[src/rtl/bram_arb_pkg.sv]
// Shared types and constants for the two-requester BRAM arbiter.
// State encodings and requester indices.
package bram_arb_pkg;

  localparam logic [1:0] ST_IDLE = 2'd0;
  localparam logic [1:0] ST_OWN0 = 2'd1;
  localparam logic [1:0] ST_OWN1 = 2'd2;

  localparam int REQ_CIPHER = 0;
  localparam int REQ_HOST   = 1;

  typedef enum logic [1:0] {
    IDLE = ST_IDLE,
    OWN0 = ST_OWN0,
    OWN1 = ST_OWN1
  } state_t;

endpackage

[src/rtl/bram_arbiter.sv]
// Round-robin, burst-bounded arbiter sharing one simple dual-port BRAM
// between a cipher core (0) and a host loader (1).
module bram_arbiter
  import bram_arb_pkg::*;
#(
  parameter int word_size = 32,
  parameter int addr_size = 6,
  parameter int MAX_BURST = 4
) (
  input  logic                 clk,
  input  logic                 rst,
  input  logic [1:0]           req,
  input  logic [1:0]           we,
  input  logic [addr_size-1:0] addr0,
  input  logic [addr_size-1:0] addr1,
  input  logic [word_size-1:0] wdata0,
  input  logic [word_size-1:0] wdata1,
  output logic [1:0]           gnt,
  output logic [1:0]           rvalid,
  output logic [word_size-1:0] rdata,
  output logic                 bram_en,
  output logic                 bram_we,
  output logic [addr_size-1:0] bram_w_addr,
  output logic [addr_size-1:0] bram_r_addr,
  output logic [word_size-1:0] bram_di,
  input  logic [word_size-1:0] bram_dout
);

  localparam int CW = $clog2(MAX_BURST + 1);
  localparam logic [CW-1:0] CMAX = CW'(MAX_BURST);

  state_t        state, state_n;
  logic          last;
  logic [CW-1:0] cnt, cnt_n;
  logic [1:0]    rv, rv_n;
  logic          sel;
  logic          en;

  always_comb begin
    gnt = 2'b00;
    unique case (state)
      IDLE: begin
        if (&req) gnt = last ? 2'b01 : 2'b10;
        else      gnt = req;
      end
      OWN0: begin
        if (req[REQ_CIPHER] && (cnt < CMAX || !req[REQ_HOST]))
          gnt = 2'b01;
        else if (req[REQ_HOST])
          gnt = 2'b10;
      end
      OWN1: begin
        if (req[REQ_HOST] && (cnt < CMAX || !req[REQ_CIPHER]))
          gnt = 2'b10;
        else if (req[REQ_CIPHER])
          gnt = 2'b01;
      end
      default: gnt = 2'b00;
    endcase
    // Reset blocks grants even though state is already IDLE.
    if (rst) gnt = 2'b00;
  end

  assign sel = gnt[REQ_HOST];
  assign en  = |(req & gnt);

  always_comb begin
    bram_en     = en;
    bram_we     = 1'b0;
    bram_w_addr = '0;
    bram_r_addr = '0;
    bram_di     = '0;
    if (en) begin
      bram_we     = we[sel];
      bram_w_addr = sel ? addr1 : addr0;
      bram_r_addr = sel ? addr1 : addr0;
      bram_di     = sel ? wdata1 : wdata0;
    end
  end

  always_comb begin
    state_n = IDLE;
    cnt_n   = '0;
    rv_n    = 2'b00;
    if (en) begin
      state_n = sel ? OWN1 : OWN0;
      if (state_n == state)
        cnt_n = (cnt == CMAX) ? cnt : cnt + CW'(1);
      else
        cnt_n = CW'(1);
      if (!we[sel]) rv_n = sel ? 2'b10 : 2'b01;
    end
  end

  always_ff @(posedge clk or posedge rst) begin
    if (rst) begin
      state <= IDLE;
      last  <= 1'b1;
      cnt   <= '0;
      rv    <= 2'b00;
    end else begin
      state <= state_n;
      cnt   <= cnt_n;
      rv    <= rv_n;
      if (en) last <= sel;
    end
  end

  assign rvalid = rv;
  assign rdata  = bram_dout;

endmodule

[config.mk]
export PLATFORM = sky130hd
export DESIGN_NAME = bram_arbiter
export DESIGN_NICKNAME = d
export VERILOG_FILES = /design/src/rtl/bram_arb_pkg.sv /design/src/rtl/bram_arbiter.sv
export SDC_FILE = /design/constraint.sdc
export NUM_CORES = 1
export LEC_CHECK = 0
export CAP_MARGIN = 25
export CORE_MARGIN = 10
export CORE_UTILIZATION = 22
export DETAILED_ROUTE_END_ITERATION = 8
export PLACE_DENSITY = 0.84
export SYNTH_ARGS = -nofsm -noshare
export SYNTH_HDL_FRONTEND = slang
export SYNTH_SLANG_ARGS = --single-unit
[constraint.sdc]
create_clock -name clk -period 2.31 [get_ports clk]
set_input_delay 0.462 -clock clk [delete_from_list [all_inputs] [get_ports clk]]
set_output_delay 0.462 -clock clk [all_outputs]
set_load 0.05 [all_outputs]
==> results of run 1 <==
## worst register-to-register path, stage by stage, from the launching register on
cell and delay (ps):
dfrtp_2 440, mux2_4 340, a221oi_4 340, buf_4 170, buf_4 110, a32oi_1 70, nor3_1 230
## placed cells by master (no fill, tap or decap), types with 2 or more instances in the layout
cell,n
a21oi_1,2
a22o_2,5
a22o_4,34
buf_12,53
buf_4,15
buf_6,2
clkbuf_8,3
clkdlybuf4s50_1,81
dfrtp_1,6
dlygate4sd2_1,2
ha_1,2
inv_1,4
nand2_1,7
nand2b_4,2
nor2_1,3
nor2b_1,4
## registers in the layout, summed over array words and instances, names as in the netlist
name / cells
cnt: 3
rvalid: 2
state: 2
last: 1
## layout make-up
cell class / count / area [sq um] / share of cell area
Timing Repair Buffer: 155 / 2077 / 0.6146
Clock buffer: 4 / 45.04 / 0.01333
Inverter: 5 / 26.28 / 0.007775
Sequential cell: 8 / 202.7 / 0.05998
Tap cell: 70 / 87.58 / 0.02592
Multi-Input combinational cell: 76 / 940.9 / 0.2784
## through the flow
stage	cell area, sq um	TNS, ps
6_report	3379	-8506
5_1_grt	3379	-11880
4_1_cts	3269	-8339
3_5_place_dp	2964	-9895
3_3_place_gp	2964	-8110
2_1_floorplan	1326	-179.1
## synthesized netlist by cell type
cell / number / area (sq um)
a21boi_0: 1 / 7.510
a21o_1: 1 / 7.510
a21oi_1: 2 / 10.01
a21oi_2: 1 / 8.760
a221oi_4: 1 / 26.28
a22o_1: 39 / 341.6
a32oi_1: 1 / 8.760
and2_1: 1 / 6.260
and3b_1: 1 / 8.760
buf_2: 4 / 20.02
buf_4: 38 / 285.3
buf_6: 5 / 56.30
clkinv_4: 1 / 8.760
dfrtp_1: 7 / 175.2
dfstp_2: 1 / 26.28
ha_1: 2 / 25.02
inv_1: 4 / 15.01
mux2_4: 1 / 15.01
mux2i_2: 1 / 13.76
nand2_1: 7 / 26.28
nand2_4: 1 / 11.26
nand2b_1: 2 / 12.51
nand3_1: 1 / 5.000
nor2_1: 3 / 11.26
nor2b_1: 5 / 31.28
nor3_1: 1 / 5.000
o21ai_0: 1 / 5.000
o21ai_1: 1 / 5.000
o22a_1: 1 / 8.760
o31ai_1: 1 / 7.510
## power groups by stage
| stage | Combinational (uW) | Clock (uW) | Sequential (uW) |
|---|---|---|---|
| after floorplan | 591 | 0 | 168 |
| after global placement | 940 | 0 | 165 |
| after detailed placement | 952 | 0 | 165 |
| after CTS | 1030 | 179 | 164 |
| after global routing | 1090 | 190 | 165 |
| final | 1050 | 174 | 164 |
## metal layers
| layer | vias to the layer above | track usage | part of all wire |
|---|---|---|---|
| met3 | 12 | 0.05995 | 0.099 |
| met4 | 0 | 0.03418 | 0.0087 |
| met1 | 727 | 0.1449 | 0.36 |
| met2 | 93 | 0.2431 | 0.54 |
| met5 | - | 0 | 0 |
| li1 | 688 | - | - |
## cells by family after synthesis
group / after synthesis
compound gates: 50
fa+ha+maj: 2
buf+inv: 52
flops: 8
mux: 2
simple gates: 22
## worst paths after layout
path,end,cells after the start,startpoint
min in group clk,last,1,last
hold / removal,state[0],2,rst
hold reg to reg,last,1,last
max in group asynchronous,last,2,rst
setup reg to reg,cnt[2],6,cnt[2]
setup / recovery,bram_w_addr[5],7,cnt[2]
## what timing repair did
action,in CTS,in global routing
pin swaps,5,3
endpoints found under the hold margin,0,0
resized for setup,24,16
setup buffers,8,1
endpoints found under the setup margin,48,48
gates cloned,2,1
==> flow_summary.yaml, run 1 <==
floorplanning:
  ioPinCount: 196
  start_util: 0.2310
  die_area_sq_um: 8779
  core_area_sq_um: 5172
  die_h_um: 93.70
  die_w_um: 93.70
  rows: 26
clocking:
  cts_root_buf: "clkbuf_8"
  clk_path_buf_depth: 2
  clock_sinks: 8
  cts_hold_buf: 0
  numCtsBuffers: 3
  cts_tree: "built"
  clkTransAtPathRegs_ps: 40
  htreeDepth: 1
  worstSkewPairLatency_ps: 230
power:
  switching_share: 0.3976
  power.density_nw_per_um2: 411.1
  p_int_uw: 836.9
  pwr-share-comb: 0.757
  pwr-share-clk: 0.125
  p_sw_uw: 552.4
  max-vdd-ir-drop_mv: 0.2503
  cellLeakagePower_uw: 0.001476
  p_seq_frac: 0.118
  power_uw: 1389
yosys:
  synth_mux_area_frac: 0.02408
  synthSimpleGateAreaFrac: 0.09843
  synth_top_family_by_area: "compound AO/OA/AOI/OAI gates"
  synth_xor_area_frac: 0
  yosysWarnings: 0
  synth_compound_area_frac: 0.3654
  synthAdderAreaFrac: 0.02094
  syn_area_sq_um: 1195
  syn_avg_cell_area_sq_um: 8.786
  ys_ff_latch: 8
  syn_inst: 136
  synth_cell_types: 30
  yosysSeqAreaShare: 0.1686
  syn_nets: 252
setup_path:
  end_kind: "output port"
  arrival_ps: 2070
  start_kind: "register"
  path_cells: "mux2_4 -> o21ai_2 -> a21oi_4 -> buf_12 -> buf_12 -> a22o_4 -> buf_12"
  crit_type: "reg2out"
  cp_top_family: "compound AO/OA/AOI/OAI gates"
  critPathSlowestCell: "dfrtp_2"
  path_max_fanout: 15
  path_common_cell: "buf_12"
  max_stage_delay_ps: 440
  critPathRequiredTime_ps: 1850
  crit_buf_inv: 3
  rrSetupSlack_ps: 520
job:
  maxCapViolCount: 0
global_route:
  grt_overflow: 0
  grt_max_degree: 16
  grt_first_pass_wirelength_mm: 9.459
  grt_pass1_vias: 1751
  antenna_found_initial: 0
  grtUsageTotal: 0.1371
cells_and_area:
  final_layout_size_suffix_gt1_frac: 0.5081
  area_growth_pct: 182.8
  nets: 365
  fin_util: 0.6534
  final_cells: 318
  n_antenna_cell: 0
  n_fill_cell: 362
status:
  violations: "negative setup slack"
  run_status: "finished with violations"
timing:
  period_minus_slack_ps: 2532
  setup_viol: 48
  maxSlewViolCount: 0
  clock_skew_ps: 1.132
  worstMarginPinSlew_ps: 544.5
  finalHoldViolations: 0
  maxSlewHeadroom: 0.6359
  fmaxAchievable_ghz: 0.3950
  rsz0062_at_grt: "true"
  min_period_over_period: 1.096
  hold_ws_ps: 363.2
  fin_ws_ps: -221.8
drt:
  drt-initial-drc-count: 24
  route.vias.total: 1520
  detail_route.wl_per_cell_um: 21.41
  routed_wl_mm: 6.807
  drc: 0
  ant_nets: 0
  avgViaCountPerCell: 4.780
  drt-pass1-iter-count: 4
placement:
  gp_congestion: 0.8092
  place_inst: 305
  numPortBuffers: 131
  place_worst_setup_slack_ps: -231.8
  post-dp-hpwl_mm: 5.254
worst_hold_path:
  min_path_type: "in2async"
No activity file was read; power rests on OpenSTA's default activity.
==> run 2, diff against run 1 <==
Settings changed: CORE_MARGIN 10 to unset, GPL_TIMING_DRIVEN set to 0.
==> run 2 against run 1 <==
The flow still finishes with violations (negative setup slack). Sequential share of layout area decreased by 0.23 points. Combinational power increased by 5%. Utilization increased by 3.1 points. Critical path type unchanged.
==> flow_summary.yaml, run 2 (synthesis gave the netlist of run 1 again) <==
timing:
  finalHoldViolations: 0
  setup_viol: 45
  fmaxAchievable_ghz: 0.4034
  clock_skew_ps: 4.087
  setup-tns-final_ps: -6020
  maxSlewHeadroom: 0.6575
  period_minus_slack_ps: 2479
  maxSlewViolCount: 0
  fin_ws_ps: -169.0
  min_period_over_period: 1.073
  worstMarginPinSlew_ps: 512.1
  rsz0062_at_grt: "true"
  hold_ws_ps: 377.5
floorplanning:
  ioPinCount: 196
  core_area_sq_um: 5172
  start_util: 0.2310
  rows: 26
  die_w_um: 75.70
  die_h_um: 75.70
  die_area_sq_um: 5730
placement:
  place_inst: 369
  place_worst_setup_slack_ps: -1179
  numPortBuffers: 163
  post-dp-hpwl_mm: 4.228
  gp_congestion: 0.7681
setup_path:
  max_stage_delay_ps: 430
  reg2reg_depth: 6
  end_kind: "output port"
  rr_endpoint: "last"
  rrSetupSlack_ps: 560
  path_cells: "mux2_4 -> a221oi_4 -> nand2_4 -> clkinv_8 -> buf_8 -> a22o_4 -> buf_6 -> buf_8"
  start_kind: "register"
  cp_top_family: "compound AO/OA/AOI/OAI gates"
  crit_type: "reg2out"
  critPathRequiredTime_ps: 1850
  arrival_ps: 2020
  rr_startpoint: "state[1]"
  path_max_fanout: 6
  critPathSlowestCell: "dfrtp_2"
  worstSetupStartpoint: "state[1]"
  crit_buf_inv: 4
  path_common_cell: "buf_8"
power:
  pwr-share-clk: 0.124
  pwr-share-comb: 0.761
  max-vdd-ir-drop_mv: 0.2195
  p_int_uw: 804.5
  cellLeakagePower_uw: 0.001613
  p_sw_uw: 637.4
  switching_share: 0.4421
  p_seq_frac: 0.114
  power.density_nw_per_um2: 407.5
clocking:
  clkTransAtPathRegs_ps: 50
  worstSkewPairLatency_ps: 230
  clk_path_buf_depth: 2
  clock_sinks: 8
  htreeDepth: 1
  numCtsBuffers: 3
  cts_tree: "built"
  cts_root_buf: "clkbuf_8"
  cts_hold_buf: 0
job:
  maxCapViolCount: 0
cells_and_area:
  final_layout_size_suffix_gt1_frac: 0.5235
  n_fill_cell: 400
  final_common_cell: "clkdlybuf4s50_1"
  layout_common_cells: "clkdlybuf4s50_1 (112), buf_4 (51), buf_6 (30), buf_8 (25), a22o_2 (23)"
  area_growth_pct: 196.1
  largest_reg_flops: 3
  nets: 436
  final_cells: 389
  regMostFlops: "cnt"
  n_antenna_cell: 0
global_route:
  antenna_found_initial: 0
  grt_util_met1: 0.1914
  grt_first_pass_wirelength_mm: 7.189
  gr-usage-met3: 0.03704
  top_usage_layer: "met2"
  grt_overflow: 0
  grtUsageTotal: 0.1636
  grt_max_degree: 11
  gr-usage-met2: 0.3085
  grt_pass1_vias: 1607
drt:
  routed_wl_mm: 5.539
  drt-initial-drc-count: 64
  avgViaCountPerCell: 4.463
  detail_route.wl_per_cell_um: 14.24
  drt-pass1-iter-count: 4
  ant_nets: 0
  route.vias.total: 1736
  drc: 0
status:
  violations: "negative setup slack"
  run_status: "finished with violations"
worst_hold_path:
  min_path_type: "in2async"
run 2: cell count changes in the layout (fill, tap and decap cells not counted), moves of 25 or more:
cell             previous run  this run
buf_8                       0        25
clkdlybuf4s50_1            81       112
buf_4                      15        51
buf_6                       2        30
buf_12                     53         4
run 2: worst max-delay path by stage:
| stage | endpoint | slack, ps | depth (start not counted) |
|---|---|---|---|
| 3_3_place_gp | bram_di[7] | -1180 | 7 |
| 4_1_cts | bram_w_addr[0] | -220 | 9 |
| 6_report | bram_w_addr[5] | -170 | 8 |
| 5_1_grt | bram_w_addr[0] | -230 | 8 |
| 3_5_place_dp | bram_di[14] | -1180 | 7 |
| 2_1_floorplan | bram_w_addr[0] | -70 | 8 |
run 2: what timing repair did:
| item | CTS | global route |
|---|---|---|
| cloned | 2 | 1 |
| resized for setup | 379 | 14 |
| endpoints found under the setup margin | 48 | 48 |
| pin swaps | 6 | 4 |
| buffers inserted | 11 | 5 |
run 2: metal layers:
| metal | vias to the layer above | wire length, um |
|---|---|---|
| met3 | 0 | 494 |
| met1 | 802 | 2029 |
| li1 | 827 | - |
| met5 | - | 0 |
| met2 | 107 | 3015 |
| met4 | 0 | 0 |
run 2: metrics by stage:
step	instance area, sq um	util	total power [uW]
global placement	3045	0.5888	1106
finish	3538	0.6841	1442
floorplan	1326	-	759.7
detailed placement	3045	0.5888	1115
global route	3538	0.6841	1502
CTS	3490	0.6746	1428
run 2: layout make-up:
| class | instances | area, sq um | area share |
|---|---|---|---|
| flip-flops and latches | 8 | 203.9 | 0.05764 |
| repair buffers | 180 | 1937 | 0.5474 |
| well taps | 70 | 87.58 | 0.02475 |
| clock buffers | 4 | 45.04 | 0.01273 |
| inverters | 5 | 31.28 | 0.008840 |
| plain buffers | 46 | 414.1 | 0.1170 |
| multi-input cells | 76 | 819.5 | 0.2316 |
run 2: power by group through the flow:
stage	Clock [uW]	Sequential, uW	Combinational (uW)
global route	191	166	1140
floorplan	0	168	591
global placement	0	165	941
detailed placement	0	166	949
finish	179	165	1100
CTS	182	165	1080
